`src/rtl/d_reg_pipe_if.sv`:
```
// Valid/ready bus for d_reg_pipe: upstream (in_*) and downstream (out_*) sides.
interface d_reg_pipe_if #(
  parameter int WIDTH = 8
);
  logic             in_valid;
  logic             in_ready;
  logic [WIDTH-1:0] in_data;
  logic             out_valid;
  logic             out_ready;
  logic [WIDTH-1:0] out_data;

  // Pipe side: consumes in_*, produces out_*.
  modport slave (
    input  in_valid, in_data, out_ready,
    output in_ready, out_valid, out_data
  );

  // Environment side: produces in_*, consumes out_*.
  modport master (
    output in_valid, in_data, out_ready,
    input  in_ready, out_valid, out_data
  );
endinterface

```
`src/rtl/d_reg_pipe.sv`:
```
// Elastic register chain: DEPTH skid-buffered stages, full throughput, no
// combinational ready path between stages. Registered occupancy count.

// One skid stage: main entry feeds downstream, skid entry absorbs a word
// arriving while main is stalled. ready_up depends only on skid_v.
module d_reg_pipe_stage #(
  parameter int               WIDTH     = 8,
  parameter logic [WIDTH-1:0] RESET_VAL = '0
) (
  input  logic             clk,
  input  logic             rst,
  input  logic             flush,
  input  logic             valid_up,
  input  logic [WIDTH-1:0] din,
  output logic             ready_up,
  input  logic             ready_down,
  output logic             valid_dn,
  output logic [WIDTH-1:0] dout
);
  logic             main_v, skid_v;
  logic [WIDTH-1:0] main_d, skid_d;
  logic             take_out, accept;

  assign take_out = main_v & ready_down;
  assign accept   = valid_up & ~skid_v;
  assign ready_up = ~skid_v;
  assign valid_dn = main_v;
  assign dout     = main_d;

  // Stage update in priority order; flush drops valid bits but keeps data.
  always_ff @(posedge clk) begin
    if (!rst) begin
      main_v <= 1'b0;
      skid_v <= 1'b0;
      main_d <= RESET_VAL;
      skid_d <= RESET_VAL;
    end else if (flush) begin
      main_v <= 1'b0;
      skid_v <= 1'b0;
    end else if (skid_v && take_out) begin
      main_d <= skid_d;
      skid_v <= 1'b0;
    end else if (accept && main_v && !take_out) begin
      skid_d <= din;
      skid_v <= 1'b1;
    end else if (accept) begin
      main_d <= din;
      main_v <= 1'b1;
    end else if (take_out) begin
      main_v <= 1'b0;
    end
  end
endmodule

module d_reg_pipe #(
  parameter int               WIDTH     = 8,
  parameter int               DEPTH     = 2,
  parameter logic [WIDTH-1:0] RESET_VAL = '0,
  parameter int               OCC_W     = $clog2(2*DEPTH+1)
) (
  input  logic             clk,
  input  logic             rst,
  input  logic             flush,
  d_reg_pipe_if.slave      bus,
  output logic [OCC_W-1:0] occupancy
);
  // Link k is upstream of stage k; link DEPTH is the pipe output.
  logic [DEPTH:0]            vld;
  logic [DEPTH:0]            rdy;
  logic [DEPTH:0][WIDTH-1:0] dat;
  logic                      live;
  logic                      in_xfer, out_xfer;

  // Reset and flush block both external handshakes this cycle.
  assign live          = rst & ~flush;
  assign vld[0]        = bus.in_valid & live;
  assign dat[0]        = bus.in_data;
  assign rdy[DEPTH]    = bus.out_ready & live;
  assign bus.in_ready  = rdy[0] & live;
  assign bus.out_valid = vld[DEPTH] & live;
  assign bus.out_data  = dat[DEPTH];

  for (genvar k = 0; k < DEPTH; k++) begin : g_stage
    d_reg_pipe_stage #(.WIDTH(WIDTH), .RESET_VAL(RESET_VAL)) u_stage (
      .clk       (clk),
      .rst       (rst),
      .flush     (flush),
      .valid_up  (vld[k]),
      .din       (dat[k]),
      .ready_up  (rdy[k]),
      .ready_down(rdy[k+1]),
      .valid_dn  (vld[k+1]),
      .dout      (dat[k+1])
    );
  end

  assign in_xfer  = bus.in_valid & bus.in_ready;
  assign out_xfer = bus.out_valid & bus.out_ready;

  // Internal moves conserve entries, so only boundary transfers change the count.
  always_ff @(posedge clk) begin
    if (!rst || flush) occupancy <= '0;
    else occupancy <= occupancy + OCC_W'(in_xfer) - OCC_W'(out_xfer);
  end
endmodule

```
`src/flat_wrapper.sv`:
```
// flat-port wrapper written by rule: the top's interface ports become plain ports
module d_reg_pipe_flat 
#(
  parameter int               WIDTH     = 8,
  parameter int               DEPTH     = 2,
  parameter logic [WIDTH-1:0] RESET_VAL = '0,
  parameter int               OCC_W     = $clog2(2*DEPTH+1)
)
  (clk, rst, flush, occupancy, bus_in_valid, bus_in_data, bus_out_ready, bus_in_ready, bus_out_valid, bus_out_data);
  d_reg_pipe_if #(.WIDTH(WIDTH)) bus_i ();
  input  logic clk;
  input  logic rst;
  input  logic flush;
  output logic [OCC_W-1:0] occupancy;
  input wire logic [$bits(bus_i.in_valid)-1:0] bus_in_valid;
  input wire logic [$bits(bus_i.in_data)-1:0] bus_in_data;
  input wire logic [$bits(bus_i.out_ready)-1:0] bus_out_ready;
  output wire logic [$bits(bus_i.in_ready)-1:0] bus_in_ready;
  output wire logic [$bits(bus_i.out_valid)-1:0] bus_out_valid;
  output wire logic [$bits(bus_i.out_data)-1:0] bus_out_data;
  assign bus_i.in_valid = bus_in_valid;
  assign bus_i.in_data = bus_in_data;
  assign bus_i.out_ready = bus_out_ready;
  assign bus_in_ready = bus_i.in_ready;
  assign bus_out_valid = bus_i.out_valid;
  assign bus_out_data = bus_i.out_data;
  d_reg_pipe #(.WIDTH(WIDTH), .DEPTH(DEPTH), .RESET_VAL(RESET_VAL), .OCC_W(OCC_W)) u_core (.clk(clk), .rst(rst), .flush(flush), .bus(bus_i), .occupancy(occupancy));
endmodule
```
`config.mk`:
```
export PLATFORM = sky130hd
export DESIGN_NAME = d_reg_pipe_flat
export DESIGN_NICKNAME = d
export VERILOG_FILES = /design/src/rtl/d_reg_pipe_if.sv /design/src/rtl/d_reg_pipe.sv /design/src/flat_wrapper.sv
export SDC_FILE = /design/constraint.sdc
export NUM_CORES = 1
export LEC_CHECK = 0
export CAP_MARGIN = 20
export CORE_MARGIN = 1.5
export CORE_UTILIZATION = 35
export DETAILED_ROUTE_END_ITERATION = 8
export GPL_TIMING_DRIVEN = 1
export SYNTH_ARGS = -nofsm -noshare
export SYNTH_HDL_FRONTEND = slang
export SYNTH_SLANG_ARGS = --single-unit
```
`constraint.sdc`:
```
create_clock -name clk -period 1.9 [get_ports clk]
set_clock_uncertainty 0.05 [all_clocks]
set_input_delay 0.285 -clock clk [delete_from_list [all_inputs] [get_ports clk]]
set_output_delay 0.285 -clock clk [all_outputs]
set_load 0.05 [all_outputs]
```
After elaboration in Yosys (flattened, before gate mapping)
Cells that the tools add are included.
W data, S select, Z words.
- flip-flop bits (word level): 39
- output and inout bits: 13
- add/subtract/negate cells: 2
- muxes and demuxes: 10
- reductions and logical operators: 23
- eq/ne operators: 2
- bitwise operators: 18
- operators by type and width (kind ; count):
    $mux W8 ; 6
    $reduce_and A3 Y1 ; 6
    $and A1 B1 Y1 ; 10
    $not A1 Y1 ; 8
    $reduce_bool A2 Y1 ; 4
    $logic_and A1 B1 Y1 ; 6
    $reduce_or A3 Y1 ; 2
    $mux W1 ; 4
    $ne A2 B2 Y1 const B ; 2
    $add A3 B1 Y3 ; 1
    $logic_not A1 Y1 ; 3
    $sub A3 B1 Y3 ; 1
    $reduce_or A2 Y1 ; 1
    $logic_or A1 B1 Y1 ; 1

Logic depth before layout (Yosys ltp)
Gate-level depths: netlist (run 1).
- depth after elaboration: 8
- gate-level depth with buffers: 10

Cells and area by module
From an unflattened synthesis (run 1), not the netlist that was laid out.
- cell total of the unflattened synthesis: 186
- area total of the unflattened synthesis: 1722.9 um2
- modules (own cells, without submodules) (module ; area an instance (um2) ; cells an instance ; instances ; seq. area each (um2)):
    d_reg_pipe_stage ; 762.0 ; 83 ; 2 ; 360.3
    d_reg_pipe ; 198.9 ; 20 ; 1 ; 60.1

Worst setup path after synthesis (run 1)
No wires, ideal clock.
- kind: input-to-reg
- start: input rst
- end: register u_core.occupancy[2]
- buffers on the path: 1
- data required time: 1.733 ns
- setup slack: -0.197 ns
- arrival: 1.930 ns
- stages: 10
- cells stage by stage: buf_6 -> nand4b_1 -> inv_2 -> ha_1 -> inv_1 -> ha_1 -> fa_1 -> xnor2_1 -> xnor2_1 -> nor2_1
- longest elaborated chain between the ends: 5
- elaborated cells on any way between the ends: 9
- those cells by class: 2 x add/sub; 5 x bitwise; 2 x reduce/logical
- RTL lines (what ; RTL line ; RTL):
    start, declared ; flat_wrapper.sv:12 ; input logic rst;
    $and A1 B1 Y1 ; d_reg_pipe.sv:75 ; assign live = rst & ~flush;
    $and A1 B1 Y1 ; d_reg_pipe.sv:79 ; assign bus.in_ready = rdy[0] & live;
    $and A1 B1 Y1 ; d_reg_pipe.sv:97 ; assign in_xfer = bus.in_valid & bus.in_ready;
    $add A3 B1 Y3 ; d_reg_pipe.sv:103 ; else occupancy <= occupancy + OCC_W'(in_xfer) - OCC_W'(out_xfer);
    $sub A3 B1 Y3 ; d_reg_pipe.sv:103 ;
    end signal, assigned ; d_reg_pipe.sv:103 ;
    end, declared ; d_reg_pipe.sv:65 ; output logic [OCC_W-1:0] occupancy
Parallel ways exist; a longest one is shown, timed or not.
A chain may end at the register's enable or synchronous reset.

Worst setup path in the final report (run 1)
- start: register u_core.occupancy[1]
- end: output occupancy[1]
- RTL lines (what ; RTL line ; RTL):
    end, declared ; flat_wrapper.sv:14 ; output logic [OCC_W-1:0] occupancy;
No word-level cell between the ends.

==> flow_metrics.py, run 1 <==
metrics = {
    "run_status": {
        "outcome": "finished, final reports clean",
    },
    "floorplan": {
        "io_pins": 26,
        "die_area_sq_mm": 0.006097,
        "start_util_pct": 36.05,
        "row_count": 27,
        "fp.coreArea_sq_mm": 0.005473,
        "die_h_microns": 78.09,
        "die_w_microns": 78.09,
    },
    "min_path": {
        "hold_class": "in -> reg",
    },
    "power_and_ir_drop": {
        "p_per_area_mw_per_mm2": 648.0,
        "pwr-share-comb_pct": 12.4,
        "p_sw_share_pct": 24.63,
        "p_int_mw": 1.207,
        "clkPwrFrac_pct": 34.7,
        "leakagePower_nw": 0.8904,
        "p_sw_uw": 394.6,
        "max-vdd-ir-drop_uv": 381.7,
        "pwr-share-seq_pct": 52.9,
    },
    "logic_synthesis": {
        "async_flop_share_pct": 0,
        "synth_xor_area_share_pct": 0.8878,
        "synthTopCellsByArea": "dfxtp_1, o21ai_0, nand3_1",
        "syn_avg_cell_area_sq_um": 9.177,
        "synthMuxAreaShare_pct": 5.517,
        "synth_edf_count": 0,
        "synthSimpleGateAreaFrac_pct": 12.68,
        "synth-compound-area-share_pct": 28.54,
        "yosysWarnings": 0,
        "synth_most_common_cell": "dfxtp_1",
        "synth_fp_nets": 231,
        "synth_area_sq_mm": 0.001973,
        "ys.flop_type": "dfxtp_1",
        "syn_inst": 215,
        "synth_fa_ha_area_share_pct": 2.283,
        "synth_top_area_share_pct": 39.57,
        "yosysTopAreaCell": "dfxtp_1",
        "synth.distinct_cells": 38,
        "seq_area_frac_synth_pct": 39.57,
        "synth_top_family_by_area": "compound AO/OA/AOI/OAI gates",
        "synthTopCellsByCount": "dfxtp_1, o21ai_0, nand3_1",
        "ys_ff_latch": 39,
    },
    "timing": {
        "setup_viol_count_final": 0,
        "max_slew_margin_pct": 66.78,
        "worst_slew_pin_slew_ns": 0.4968,
        "slew_viol_final": 0,
        "finalHoldViolCount": 0,
        "max_freq_mhz": 547.8,
        "period_needed_ns": 1.825,
        "fin_crit_sh_pct": 96.08,
    },
    "grt": {
        "antenna_found_initial": 0,
        "grt_pass1_wl_mm": 7.258,
        "grt_use_total_pct": 14.67,
        "grt_max_degree": 33,
        "gr-total-overflow": 0,
        "grt_pass1_vias": 1614,
    },
    "route": {
        "vias": 1643,
        "drt_wl_total_mm": 4.217,
        "via_per_inst": 5.150,
        "drt-wirelength-per-cell_microns": 13.22,
        "ant_nets": 0,
        "dr.pass1.iters": 4,
        "drtIter0Drc": 122,
        "drc": 0,
    },
    "setup_path": {
        "cpLargestDelayFamily": "buffers and inverters",
        "cp_data_required_time_ns": 1.56,
        "slowest_stage": "clkdlybuf4s50_1",
        "arrival_ns": 1.49,
        "slowest_delay_ns": 0.82,
        "crit_buf_inv": 1,
        "critPathKind": "reg -> out",
        "path_max_fanout": 3,
        "worstSetupEndpointType": "output port",
        "worstPathCellList": "clkdlybuf4s50_1",
        "startpoint_type": "flop",
    },
    "place": {
        "place_congestion": 0.7517,
        "dp_hpwl_mm": 3.055,
        "placement.cell_area_sq_mm": 0.002366,
        "port_buffers": 25,
        "place_inst": 310,
    },
    "clocking": {
        "htreeDepth": 2,
        "cts_sinks": 39,
        "cts_tree": "yes",
        "clkLatencyLatePin_ns": 0.28,
        "cts_buffer_depth": 2,
        "clockRootBuffer": "clkbuf_8",
        "clkTransAtPathRegs_ns": 0.08,
        "holdBufCountCts": 0,
        "cts_buffers": 5,
    },
    "final_layout": {
        "drive_gt1_share_pct": 24.29,
        "area_growth_pct": 25.30,
        "instances_no_fill": 319,
        "fillers": 571,
        "num-nets-final": 263,
        "fin_area_sq_mm": 0.002472,
        "antennaDiodeCount": 0,
    },
    "run": {
        "cap_violations": 0,
    },
}
registers in the layout, summed over array words and instances (netlist names):
name and cells:
u_core.g_stage.u_stage.dout 16, u_core.g_stage.u_stage.skid_d 16, u_core.g_stage.u_stage.skid_v 2, u_core.g_stage.u_stage.valid_dn 2
u_core.occupancy 3
power groups by stage:
stage          clock network [mW]  logic (mW)  registers, mW
2_1_floorplan                   0       0.129          0.863
3_3_place_gp                    0       0.201          0.866
3_5_place_dp                    0       0.201          0.867
4_1_cts                     0.577       0.200          0.847
5_1_grt                     0.606       0.215          0.850
6_report                    0.555       0.199          0.848
layout by cell type (no fill, tap or decap), drive strengths merged, types with 2 or more instances in the layout:
cell,n
a21oi,20
nand2,4
a311oi,8
clkdlybuf4s50,20
inv,9
clkinv,2
nand3,24
dfxtp,39
ha,2
a211oi,9
o21ai,26
mux2i,9
buf,27
a31oi,16
xnor2,2
nor2,3
dlygate4sd2,3
and3,2
clkbuf,6
and2,4
kinds of logic (layout without fill, tap and decap cells):
group                      count (synthesis)  after routing
adders and majority gates                  3              3
muxes                                     10             10
AOI/OAI and AO/OA                         82             82
buffers and inverters                     35             67
DFF                                       39             39
and+or+nand+nor                           44             44
xor gates and xnor gates                   2              2
cell type report:
class / count / area [sq um] / area share [%]
multi-input combinational: 141 / 1020 / 41.25
sequential: 39 / 783.3 / 31.68
timing repair buffer: 50 / 454.2 / 18.37
tap: 72 / 90.09 / 3.644
clock buffer: 6 / 82.58 / 3.340
inverter: 10 / 37.54 / 1.518
clock inverter: 1 / 5.005 / 0.2024
per-layer routing:
metal | up-vias | track usage [%] | wire length [microns]
met5 | - | 0 | 0
met4 | 0 | 5.000 | 41
met3 | 2 | 3.256 | 166
met2 | 35 | 23.22 | 1890
met1 | 757 | 19.71 | 2118
li1 | 849 | - | -
stage by stage:
| step | util, % | worst slack, ns | total power [mW] | hold slack [ns] | TNS (ns) |
|---|---|---|---|---|---|
| final | 45.18 | 0.07456 | 1.602 | 0.3857 | 0 |
| after global routing | 45.18 | -0.002488 | 1.671 | 0.4204 | -0.002488 |
| after CTS | 45.04 | 0.04045 | 1.624 | 0.3789 | 0 |
| after detailed placement | 43.23 | -0.3858 | 1.067 | 0.4154 | -0.6281 |
| after global placement | 43.23 | -0.3544 | 1.068 | 0.4089 | -0.5868 |
| after floorplan | - | -0.09931 | 0.9926 | 0.3351 | -0.09931 |
tightest hold or removal path: stages:
cell           delay [ns]
dlygate4sd2_1        0.21
buf_4                0.12
a211oi_1             0.06
repair_timing:
| item | CTS | global route |
|---|---|---|
| resized for setup | 4 | 0 |
| setup endpoints to repair | 1 | 1 |
| pin swaps | 5 | 4 |
| endpoints found under the hold margin | 0 | 0 |
| buffers inserted | 1 | 1 |
final timing paths:
path	from	endpoint	slack (ns)	cells past startpoint
hold reg to reg	u_core.g_stage[0].u_stage.skid_d[6]	u_core.g_stage[0].u_stage.skid_d[6]	0.43	2
setup / recovery	u_core.occupancy[1]	occupancy[1]	0.07	1
setup reg to reg	u_core.g_stage[1].u_stage.valid_dn	u_core.occupancy[2]	0.08	9
hold / removal	bus_out_ready	u_core.g_stage[1].u_stage.skid_v	0.39	3
Power figures use the tool's default switching activity.
==> inputs of run 2 (changes only) <==
--- a/config.mk
+++ b/config.mk
@@ -5,11 +5,13 @@
 export SDC_FILE = /design/constraint.sdc
 export NUM_CORES = 1
 export LEC_CHECK = 0
+export ABC_AREA = 1
 export CAP_MARGIN = 20
 export CORE_MARGIN = 1.5
-export CORE_UTILIZATION = 35
+export CORE_UTILIZATION = 42
 export DETAILED_ROUTE_END_ITERATION = 8
 export GPL_TIMING_DRIVEN = 1
+export PLACE_DENSITY = 0.66
 export SYNTH_ARGS = -nofsm -noshare
 export SYNTH_HDL_FRONTEND = slang
 export SYNTH_SLANG_ARGS = --single-unit
==> run 2 against run 1 <==
Fmax shrank 1.0%. Register-to-register slack is essentially flat. Clock-buffer cell count shrank 1. Die area shrank 18%. Final cell count grew 12%. Hold slack gained 0.013 ns. Critical endpoint is now occupancy[2]. Largest cell class unchanged.
==> flow_metrics.py, run 2 <==
metrics = {
    "power_and_ir_drop": {
        "pwr-share-seq_pct": 49.0,
        "p_per_area_mw_per_mm2": 718.9,
        "p_int_mw": 1.300,
        "pwr-share-comb_pct": 10.6,
        "clkPwrFrac_pct": 40.3,
        "p_sw_uw": 409.7,
        "p_sw_share_pct": 23.96,
        "max-vdd-ir-drop_uv": 326.7,
        "leakagePower_nw": 1.060,
    },
    "final_layout": {
        "drive_gt1_share_pct": 14.47,
        "mostFrequentLayoutCells": "nand2_1, inv_1, nor2_1, dfxtp_1, o21ai_0",
        "fin_util_pct": 54.25,
        "num-nets-final": 319,
        "antennaDiodeCount": 0,
        "area_growth_pct": 23.68,
        "instances_no_fill": 356,
        "final_common_cell": "nand2_1",
    },
    "clocking": {
        "cts_buffer_depth": 2,
        "htreeDepth": 2,
        "clkTransAtPathRegs_ns": 0.08,
        "clkLatencyLatePin_ns": 0.29,
        "holdBufCountCts": 0,
        "cts_buffers": 5,
        "cts_sinks": 39,
        "clockRootBuffer": "clkbuf_8",
        "cts_tree": "yes",
    },
    "run_status": {
        "outcome": "finished, final reports clean",
    },
    "grt": {
        "grt_pass1_vias": 1350,
        "gr-total-overflow": 0,
        "grt_max_degree": 33,
        "grt_pass1_wl_mm": 6.051,
        "grt_use_total_pct": 15.06,
        "antenna_found_initial": 0,
    },
    "route": {
        "drtIter0Drc": 65,
        "via_per_inst": 4.343,
        "drt_wl_total_mm": 3.350,
        "vias": 1546,
        "drt-wirelength-per-cell_microns": 9.410,
        "dr.pass1.iters": 4,
        "ant_nets": 0,
        "drc": 0,
    },
    "logic_synthesis": {
        "ys_ff_latch": 39,
        "ys.flop_type": "dfxtp_1",
        "synthTopCellsByArea": "dfxtp_1, nand2_1, inv_1",
        "synth_edf_count": 0,
        "syn_avg_cell_area_sq_um": 7.019,
        "synth.distinct_cells": 27,
        "synth_area_sq_mm": 0.001923,
        "synth_fp_nets": 290,
        "synth_top_area_share_pct": 40.60,
        "yosysWarnings": 0,
        "yosysTopAreaCell": "dfxtp_1",
        "syn_inst": 274,
        "seq_area_frac_synth_pct": 40.60,
        "synthTopCellsByCount": "nand2_1, inv_1, nor2_1",
        "async_flop_share_pct": 0,
        "synth_most_common_cell": "nand2_1",
    },
    "timing": {
        "finalHoldViolCount": 0,
        "setup_viol_count_final": 0,
        "period_needed_ns": 1.845,
        "fin_crit_sh_pct": 97.09,
        "worst_slew_pin_slew_ns": 0.4955,
        "max_freq_mhz": 542.1,
        "slew_viol_final": 0,
        "max_slew_margin_pct": 66.86,
        "rsz0062_at_grt": "false",
    },
    "floorplan": {
        "die_w_microns": 70.67,
        "row_count": 24,
        "fp.coreArea_sq_mm": 0.004384,
        "start_util_pct": 43.86,
        "die_area_sq_mm": 0.004994,
        "io_pins": 26,
        "die_h_microns": 70.67,
    },
    "setup_path": {
        "worstSetupEndpointType": "output port",
        "cp_data_required_time_ns": 1.56,
        "critPathKind": "reg -> out",
        "slowest_stage": "clkdlybuf4s50_1",
        "cpLargestDelayFamily": "buffers and inverters",
        "startpoint_type": "flop",
        "arrival_ns": 1.51,
        "crit_buf_inv": 1,
        "slowest_delay_ns": 0.83,
        "path_max_fanout": 2,
        "worstPathCellList": "clkdlybuf4s50_1",
    },
    "run": {
        "cap_violations": 0,
    },
    "place": {
        "dp_hpwl_mm": 2.303,
        "place_inst": 348,
        "place_congestion": 0.8139,
        "port_buffers": 25,
    },
    "min_path": {
        "hold_class": "reg -> reg",
    },
}
==> run 2: final timing paths <==
path | startpoint | to | slack [ns] | cells past startpoint
worst max-delay path | u_core.occupancy[2] | occupancy[2] | 0.06 | 1
worst max register to register | u_core.g_stage[1].u_stage.valid_dn | u_core.occupancy[2] | 0.09 | 9
worst min register to register | u_core.g_stage[1].u_stage.skid_d[2] | u_core.g_stage[1].u_stage.skid_d[2] | 0.40 | 2
worst min-delay path | u_core.g_stage[1].u_stage.skid_d[2] | u_core.g_stage[1].u_stage.skid_d[2] | 0.40 | 2
==> run 2: final cells by class <==
type / count / area, sq um
inverter: 46 / 172.7
multi-input combinational: 170 / 843.3
clock buffer: 5 / 68.82
fill: 424 / 2006
sequential: 39 / 785.8
timing repair buffer: 41 / 399.1
clock inverter: 3 / 43.79
tap: 52 / 65.06
==> run 2: repair_timing <==
item	CTS	global route
cloned	0	0
pin swaps	2	3
buffers inserted	0	0
setup endpoints to repair	2	1
gates resized for setup	4	2
==> run 2: layer usage <==
metal | vias up | GRT usage, % | routed length (microns)
li1 | 887 | - | -
met1 | 630 | 20.96 | 1791
met2 | 23 | 21.70 | 1369
met3 | 6 | 3.846 | 107
met4 | 0 | 7.547 | 81
met5 | - | 0 | 0
==> run 2: power by group through the flow <==
| stage | registers (mW) | logic, mW | clock network, mW |
|---|---|---|---|
| after detailed placement | 0.858 | 0.184 | 0 |
| after global placement | 0.858 | 0.183 | 0 |
| after floorplan | 0.859 | 0.117 | 0 |
| after global routing | 0.841 | 0.203 | 0.739 |
| after CTS | 0.839 | 0.182 | 0.711 |
| final | 0.839 | 0.181 | 0.690 |
==> run 2: per-stage QoR <==
| step | worst slack [ns] | total power, mW | TNS, ns | area, sq um | hold slack, ns |
|---|---|---|---|---|---|
| 2_1_floorplan | 0.02865 | 0.9755 | 0 | 1934 | 0.3699 |
| 3_3_place_gp | -0.3850 | 1.040 | -0.6911 | 2258 | 0.3825 |
| 3_5_place_dp | -0.4610 | 1.042 | -0.7868 | 2258 | 0.3886 |
| 4_1_cts | 0.01698 | 1.732 | 0 | 2375 | 0.4002 |
| 5_1_grt | 0.0007829 | 1.783 | 0 | 2379 | 0.4146 |
| 6_report | 0.05532 | 1.710 | 0 | 2379 | 0.3990 |
==> run 2: tightest hold or removal path: cells and delay by family (launching register included) <==
| kind | cells | cell delay (ns) |
|---|---|---|
| AOI/OAI and AO/OA | 1 | 0.05 |
| buffers and inverters | 1 | 0.05 |
| DFF | 1 | 0.30 |
==> run 2: kinds of logic (layout without fill, tap and decap cells) <==
| family | Yosys count | after routing | synth area share [%] |
|---|---|---|---|
| fa+ha+maj | 3 | 3 | 2.342 |
| flops | 39 | 39 | 40.60 |
| xor+xnor | 2 | 2 | 0.9110 |
| simple gates | 114 | 114 | 26.29 |
| buf+inv | 65 | 95 | 16.46 |
| compound gates | 51 | 51 | 13.40 |
